[src/rtl/bus_capture_latch.sv]
// Bus capture latch: reader end of the drive-enable bus. Merges the masked sources, waits a
// settle window after a request, captures the bus and acks. Multi-driver, partial-mask and
// floating-bus faults are flagged (sticky) at the capture edge.
module bus_capture_latch #(
    parameter int unsigned WIDTH  = 8,
    parameter int unsigned NSRC   = 4,
    parameter int unsigned SETTLE = 1
) (
    input  logic                  clk,
    input  logic                  rst_n,
    input  logic [NSRC*WIDTH-1:0] src_drive,
    input  logic [NSRC*WIDTH-1:0] src_data,
    input  logic                  load_req,
    input  logic                  clr_err,
    output logic                  load_ack,
    output logic                  busy,
    output logic [WIDTH-1:0]      q,
    output logic                  q_valid,
    output logic                  err_multi,
    output logic                  err_float
);

    // The settle counter is 4 bits wide; wider settle windows cannot be represented.
    if (SETTLE > 15) begin : gen_settle_check
        $error("bus_capture_latch: SETTLE must be in 0..15");
    end
    if (NSRC < 1 || NSRC > 8) begin : gen_nsrc_check
        $error("bus_capture_latch: NSRC must be in 1..8");
    end

    localparam logic [3:0] SettleCnt = 4'(SETTLE);

    typedef enum logic [1:0] {
        StIdle = 2'd0,
        StWait = 2'd1,
        StAck  = 2'd2
    } state_e;

    state_e           state_q, state_d;
    logic [3:0]       cnt_q, cnt_d;
    logic [WIDTH-1:0] q_q, q_d;
    logic             q_valid_q, q_valid_d;
    logic             load_ack_q, load_ack_d;
    logic             busy_q, busy_d;
    logic             err_multi_q, err_multi_d;
    logic             err_float_q, err_float_d;

    logic [WIDTH-1:0] bus;
    logic [3:0]       drv_cnt;
    logic             any_partial;
    logic             multi_fault;
    logic             float_fault;
    logic             capture;

    // Wired-OR merge of gated sources plus driver count and partial-mask detection.
    always_comb begin
        bus         = '0;
        drv_cnt     = '0;
        any_partial = 1'b0;
        for (int unsigned i = 0; i < NSRC; i++) begin
            bus = bus | (src_data[i*WIDTH +: WIDTH] & src_drive[i*WIDTH +: WIDTH]);
            if (src_drive[i*WIDTH +: WIDTH] != '0) begin
                drv_cnt = drv_cnt + 4'd1;
                if (src_drive[i*WIDTH +: WIDTH] != '1) begin
                    any_partial = 1'b1;
                end
            end
        end
    end

    assign multi_fault = (drv_cnt >= 4'd2) || any_partial;
    assign float_fault = (drv_cnt == 4'd0);

    // Next-state logic for the request FSM, capture register and sticky fault flags.
    always_comb begin
        state_d    = state_q;
        cnt_d      = cnt_q;
        q_d        = q_q;
        q_valid_d  = q_valid_q;
        load_ack_d = 1'b0;
        capture    = 1'b0;

        unique case (state_q)
            StIdle: begin
                if (load_req) begin
                    state_d   = StWait;
                    cnt_d     = SettleCnt;
                    q_valid_d = 1'b0;
                end
            end
            StWait: begin
                if (!load_req) begin
                    // Abandoned request: leave q and the flags alone, q_valid stays low.
                    state_d = StIdle;
                end else if (cnt_q == 4'd0) begin
                    capture    = 1'b1;
                    q_d        = float_fault ? '0 : bus;
                    q_valid_d  = 1'b1;
                    load_ack_d = 1'b1;
                    state_d    = StAck;
                end else begin
                    cnt_d = cnt_q - 4'd1;
                end
            end
            StAck: begin
                state_d = StIdle;
            end
            default: begin
                state_d = StIdle;
            end
        endcase

        busy_d = (state_d == StWait) || (state_d == StAck);

        // A fault arriving on the same edge as clr_err must survive, so set follows clear.
        err_multi_d = err_multi_q;
        err_float_d = err_float_q;
        if (clr_err) begin
            err_multi_d = 1'b0;
            err_float_d = 1'b0;
        end
        if (capture && multi_fault) begin
            err_multi_d = 1'b1;
        end
        if (capture && float_fault) begin
            err_float_d = 1'b1;
        end
    end

    // State and output registers with asynchronous active-low reset.
    always_ff @(posedge clk or negedge rst_n) begin
        if (!rst_n) begin
            state_q     <= StIdle;
            cnt_q       <= '0;
            q_q         <= '0;
            q_valid_q   <= 1'b0;
            load_ack_q  <= 1'b0;
            busy_q      <= 1'b0;
            err_multi_q <= 1'b0;
            err_float_q <= 1'b0;
        end else begin
            state_q     <= state_d;
            cnt_q       <= cnt_d;
            q_q         <= q_d;
            q_valid_q   <= q_valid_d;
            load_ack_q  <= load_ack_d;
            busy_q      <= busy_d;
            err_multi_q <= err_multi_d;
            err_float_q <= err_float_d;
        end
    end

    assign load_ack  = load_ack_q;
    assign busy      = busy_q;
    assign q         = q_q;
    assign q_valid   = q_valid_q;
    assign err_multi = err_multi_q;
    assign err_float = err_float_q;

endmodule

[config.mk]
export PLATFORM = sky130hd
export DESIGN_NAME = bus_capture_latch
export DESIGN_NICKNAME = d
export VERILOG_FILES = /design/src/rtl/bus_capture_latch.sv
export SDC_FILE = /design/constraint.sdc
export NUM_CORES = 1
export LEC_CHECK = 0
export CAP_MARGIN = 0
export CORE_MARGIN = 10
export CORE_UTILIZATION = 39
export CTS_CLUSTER_SIZE = 8
export DETAILED_ROUTE_END_ITERATION = 12
export GPL_TIMING_DRIVEN = 1
export PLACE_DENSITY = 0.86
export REMOVE_ABC_BUFFERS = 1
export SETUP_SLACK_MARGIN = 0.2
export SLEW_MARGIN = 20
export SYNTH_ARGS = -nofsm -noshare
export SYNTH_HDL_FRONTEND = slang
export SYNTH_SLANG_ARGS = --single-unit
[constraint.sdc]
create_clock -name clk -period 4.3 [get_ports clk]
set_input_delay 0.86 -clock clk [delete_from_list [all_inputs] [get_ports clk]]
set_output_delay 0.86 -clock clk [all_outputs]
set_load 0.02 [all_outputs]
==> results.sh <==
export IMPL_rsz0062_at_grt="false"
export IMPL_areaGrowthSynthToFinish_pct=70.3
export IMPL_hold_slack_ns=0.505
export IMPL_p_int_uw=468
export IMPL_crit_type="primary input to flip-flop"
export IMPL_p_per_area_nw_per_um2=350
export IMPL_ys_ff_latch=19
export IMPL_slew_violations=0
export IMPL_outcome="completed"
export IMPL_grt_pass1_wl_mm=7.61
export IMPL_peakVddDrop_v=0.000200
export IMPL_drt_iter0_drc=56
export IMPL_die_x_um=77.1
export IMPL_cp_cell_sequence="clkdlybuf4s50_1, or4_1, nor2_1, ha_1, nor3_1, nor2_1, ha_1, or4_4, a211oi_4, buf_4, nor2_1"
export IMPL_pwr_share_seq_pct=37.9
export IMPL_setup_ws_ns=0.353
export IMPL_cp_top_family="simple AND/OR/NAND/NOR gates"
export IMPL_fin_crit_ns=3.95
export IMPL_grt_max_degree=20
export IMPL_placed_area_sq_um=2120
export IMPL_rows=20
export IMPL_synth_area_leaders="dfrtp_1 37%, a22oi_1 10%, o21ai_0 5.1%, nor2_1 5.0%, ha_1 4.9%"
export IMPL_clockBufferDepth=2
export IMPL_slew_headroom_pct=46.3
export IMPL_fp_dieArea_sq_um=5940
export IMPL_final_setup_viol_count=0
export IMPL_critPathLaunchType="primary input"
export IMPL_clkTransAtPathRegs_ns=0.11
export IMPL_insertion_delay_ns=0.30
export IMPL_synth_top_area_share_pct=37.4
export IMPL_drcViolationCount=0
export IMPL_nNetsFinal=303
export IMPL_slowest_delay_ns=0.59
export IMPL_fin_crit_sh_pct=91.8
export IMPL_track_usage_pct=15.6
export IMPL_hold_viol_final=0
export IMPL_end_kind="flip-flop"
export IMPL_postCtsSetupRepairBufs=0
export IMPL_yosys_warnings=0
export IMPL_synth_area_leader_cell="dfrtp_1"
export IMPL_p_sw_uw=290
export IMPL_hpwl_mm=3.96
export IMPL_path_buf_inv=2
export IMPL_antenna_found_initial=0
export IMPL_fp_coreArea_sq_um=3080
export IMPL_yosysSeqAreaShare_pct=37.4
export IMPL_htree_levels=1
export IMPL_finalPower_uw=758
export IMPL_ys_types=28
export IMPL_cts_sinks=19
export IMPL_drive_above_1_share_pct=5.24
export IMPL_antenna_cells=0
export IMPL_cts_buffers=3
export IMPL_synth_edff_count=0
export IMPL_syn_area_per_cell_sq_um=8.82
export IMPL_synth_main_ff_cell="dfrtp_1"
export IMPL_cpMostUsedCell="nor2_1"
export IMPL_async_flop_share_pct=100
export IMPL_port_buffers=80
export IMPL_worstMarginPinSlew_ns=0.803
export IMPL_required_ns=4.50
export IMPL_wl_per_cell_um=17.2
export IMPL_post_place_ws_ns=-0.0161
export IMPL_drtPass1Iterations=4
export IMPL_cp_arrival_ns=4.15
export IMPL_yosysMostFrequentCell="dfrtp_1"
export IMPL_die_height_um=77.1
export IMPL_cts_tree="yes"
export IMPL_drv_cap=0
export IMPL_clock_power_share_pct=12.4
export IMPL_routabilityCongestion=0.848
export IMPL_min_path_type="flip-flop to flip-flop"
export IMPL_syn_instance_count=144
export IMPL_swShare_pct=38.3
export IMPL_vias_per_cell=5.53
export IMPL_start_util_pct=41.3
export IMPL_hold_buffers=0
export IMPL_fin_area_sq_um=2160
export IMPL_cpMaxStageDelayCell="or4_1"
export IMPL_drtAntennaViolNets=0
export IMPL_power_frac_comb_pct=49.7
export IMPL_clock_skew_ns=0.00407
export IMPL_fmax_mhz=253
export IMPL_critPathMaxFanout=6
export IMPL_synthTopCellsByCount="19 x dfrtp_1, 17 x a22oi_1, 17 x nor2_1"
export IMPL_fillers=260
export IMPL_drt_wl_total_mm=4.70
export IMPL_leakagePower_uw=0.000820
export IMPL_grt_pass1_vias=1525
export IMPL_cts_root_buf="clkbuf_4"
export IMPL_syn_area_sq_um=1270
export IMPL_cts_resized=0
export IMPL_dr_total_vias=1511
export IMPL_grt_overflow=0
export IMPL_fin_setup_tns_ns=0
export IMPL_ios=81
path summary, 6_finish.rpt:
| kind | from | end | slack [ns] | cells after the start |
|---|---|---|---|---|
| hold reg to reg | err_float | err_float | 0.50 | 1 |
| max in group asynchronous | rst_n | cnt_q[3] | 2.79 | 1 |
| setup reg to reg | cnt_q[0] | err_multi | 2.07 | 7 |
| setup / recovery | src_drive[3] | q[5] | 0.35 | 11 |
| min in group asynchronous | rst_n | q[2] | 1.01 | 1 |
| hold / removal | err_float | err_float | 0.50 | 1 |
cell usage in the layout (no fill, tap or decap):
cell             count
o21ai_1              2
nand4_1              8
nor3_1               6
nand3_1             11
or4_4                1
a21boi_1             1
o221ai_1             1
nor3b_2              1
nor4_4               2
dfrtp_1             19
clkinv_1             2
a211oi_4             1
a21o_1               2
nor2_1              17
o22ai_1              2
clkbuf_1             1
or4_1                8
nor4b_1              1
inv_1                7
clkbuf_4             3
nand2b_1             1
ha_1                 5
xnor2_2              1
a21oi_1              7
clkdlybuf4s50_1     80
nor4_1               1
buf_4                2
mux2_2               1
o21ai_0             13
a22oi_1             17
nand2_1              5
power groups by stage:
| stage | sequential (uW) | combinational [uW] | clock [uW] |
|---|---|---|---|
| final | 287 | 377 | 93.9 |
| after global routing | 297 | 412 | 98.3 |
| after CTS | 287 | 380 | 91.8 |
| after detailed placement | 289 | 380 | 0 |
| after global placement | 288 | 369 | 0 |
| after floorplan | 336 | 119 | 0 |
sequential cells by signal (all words and copies together) (netlist names):
signal,flops
load_ack,1
err_float,1
q_valid,1
state_q,2
cnt_q,4
q,8
err_multi,1
busy,1
kinds of logic after synthesis:
| logic type | after synthesis | synth area share (%) |
|---|---|---|
| simple gates | 62 | 28.8 |
| compound gates | 46 | 23.7 |
| flops | 19 | 37.4 |
| buf+inv | 10 | 2.96 |
| fa+ha+maj | 5 | 4.93 |
| xor+xnor | 1 | 1.28 |
| mux | 1 | 0.887 |
layout make-up:
class | instances | area [sq um] | area share, %
sequential | 19 | 475 | 22.0
tap | 44 | 55.1 | 2.54
clock buffer | 4 | 26.3 | 1.21
multi-input combinational | 115 | 757 | 35.0
timing repair buffer | 82 | 816 | 37.7
inverter | 9 | 33.8 | 1.56
worst register-to-register path, cell delays in order, from the launching register on:
cell and delay (ns):
dfrtp_1 0.42, inv_1 0.12, ha_1 0.18, nor3b_2 0.43
nand3_1 0.29, clkinv_1 0.34, o21ai_0 0.19, o221ai_1 0.19
through the flow:
stage	cells	util, %
after CTS	271	69.8
after detailed placement	267	68.9
after floorplan	143	-
after global placement	267	68.9
after global routing	273	70.3
final	273	70.3
layer usage:
layer,GRT usage (%),vias up,part of all wire [%]
li1,-,730,-
met1,19.7,698,46
met2,23.4,75,43
met3,5.83,8,9.3
met4,6.39,0,1.9
met5,0,-,0
No activity file was read; power rests on OpenSTA's default activity.
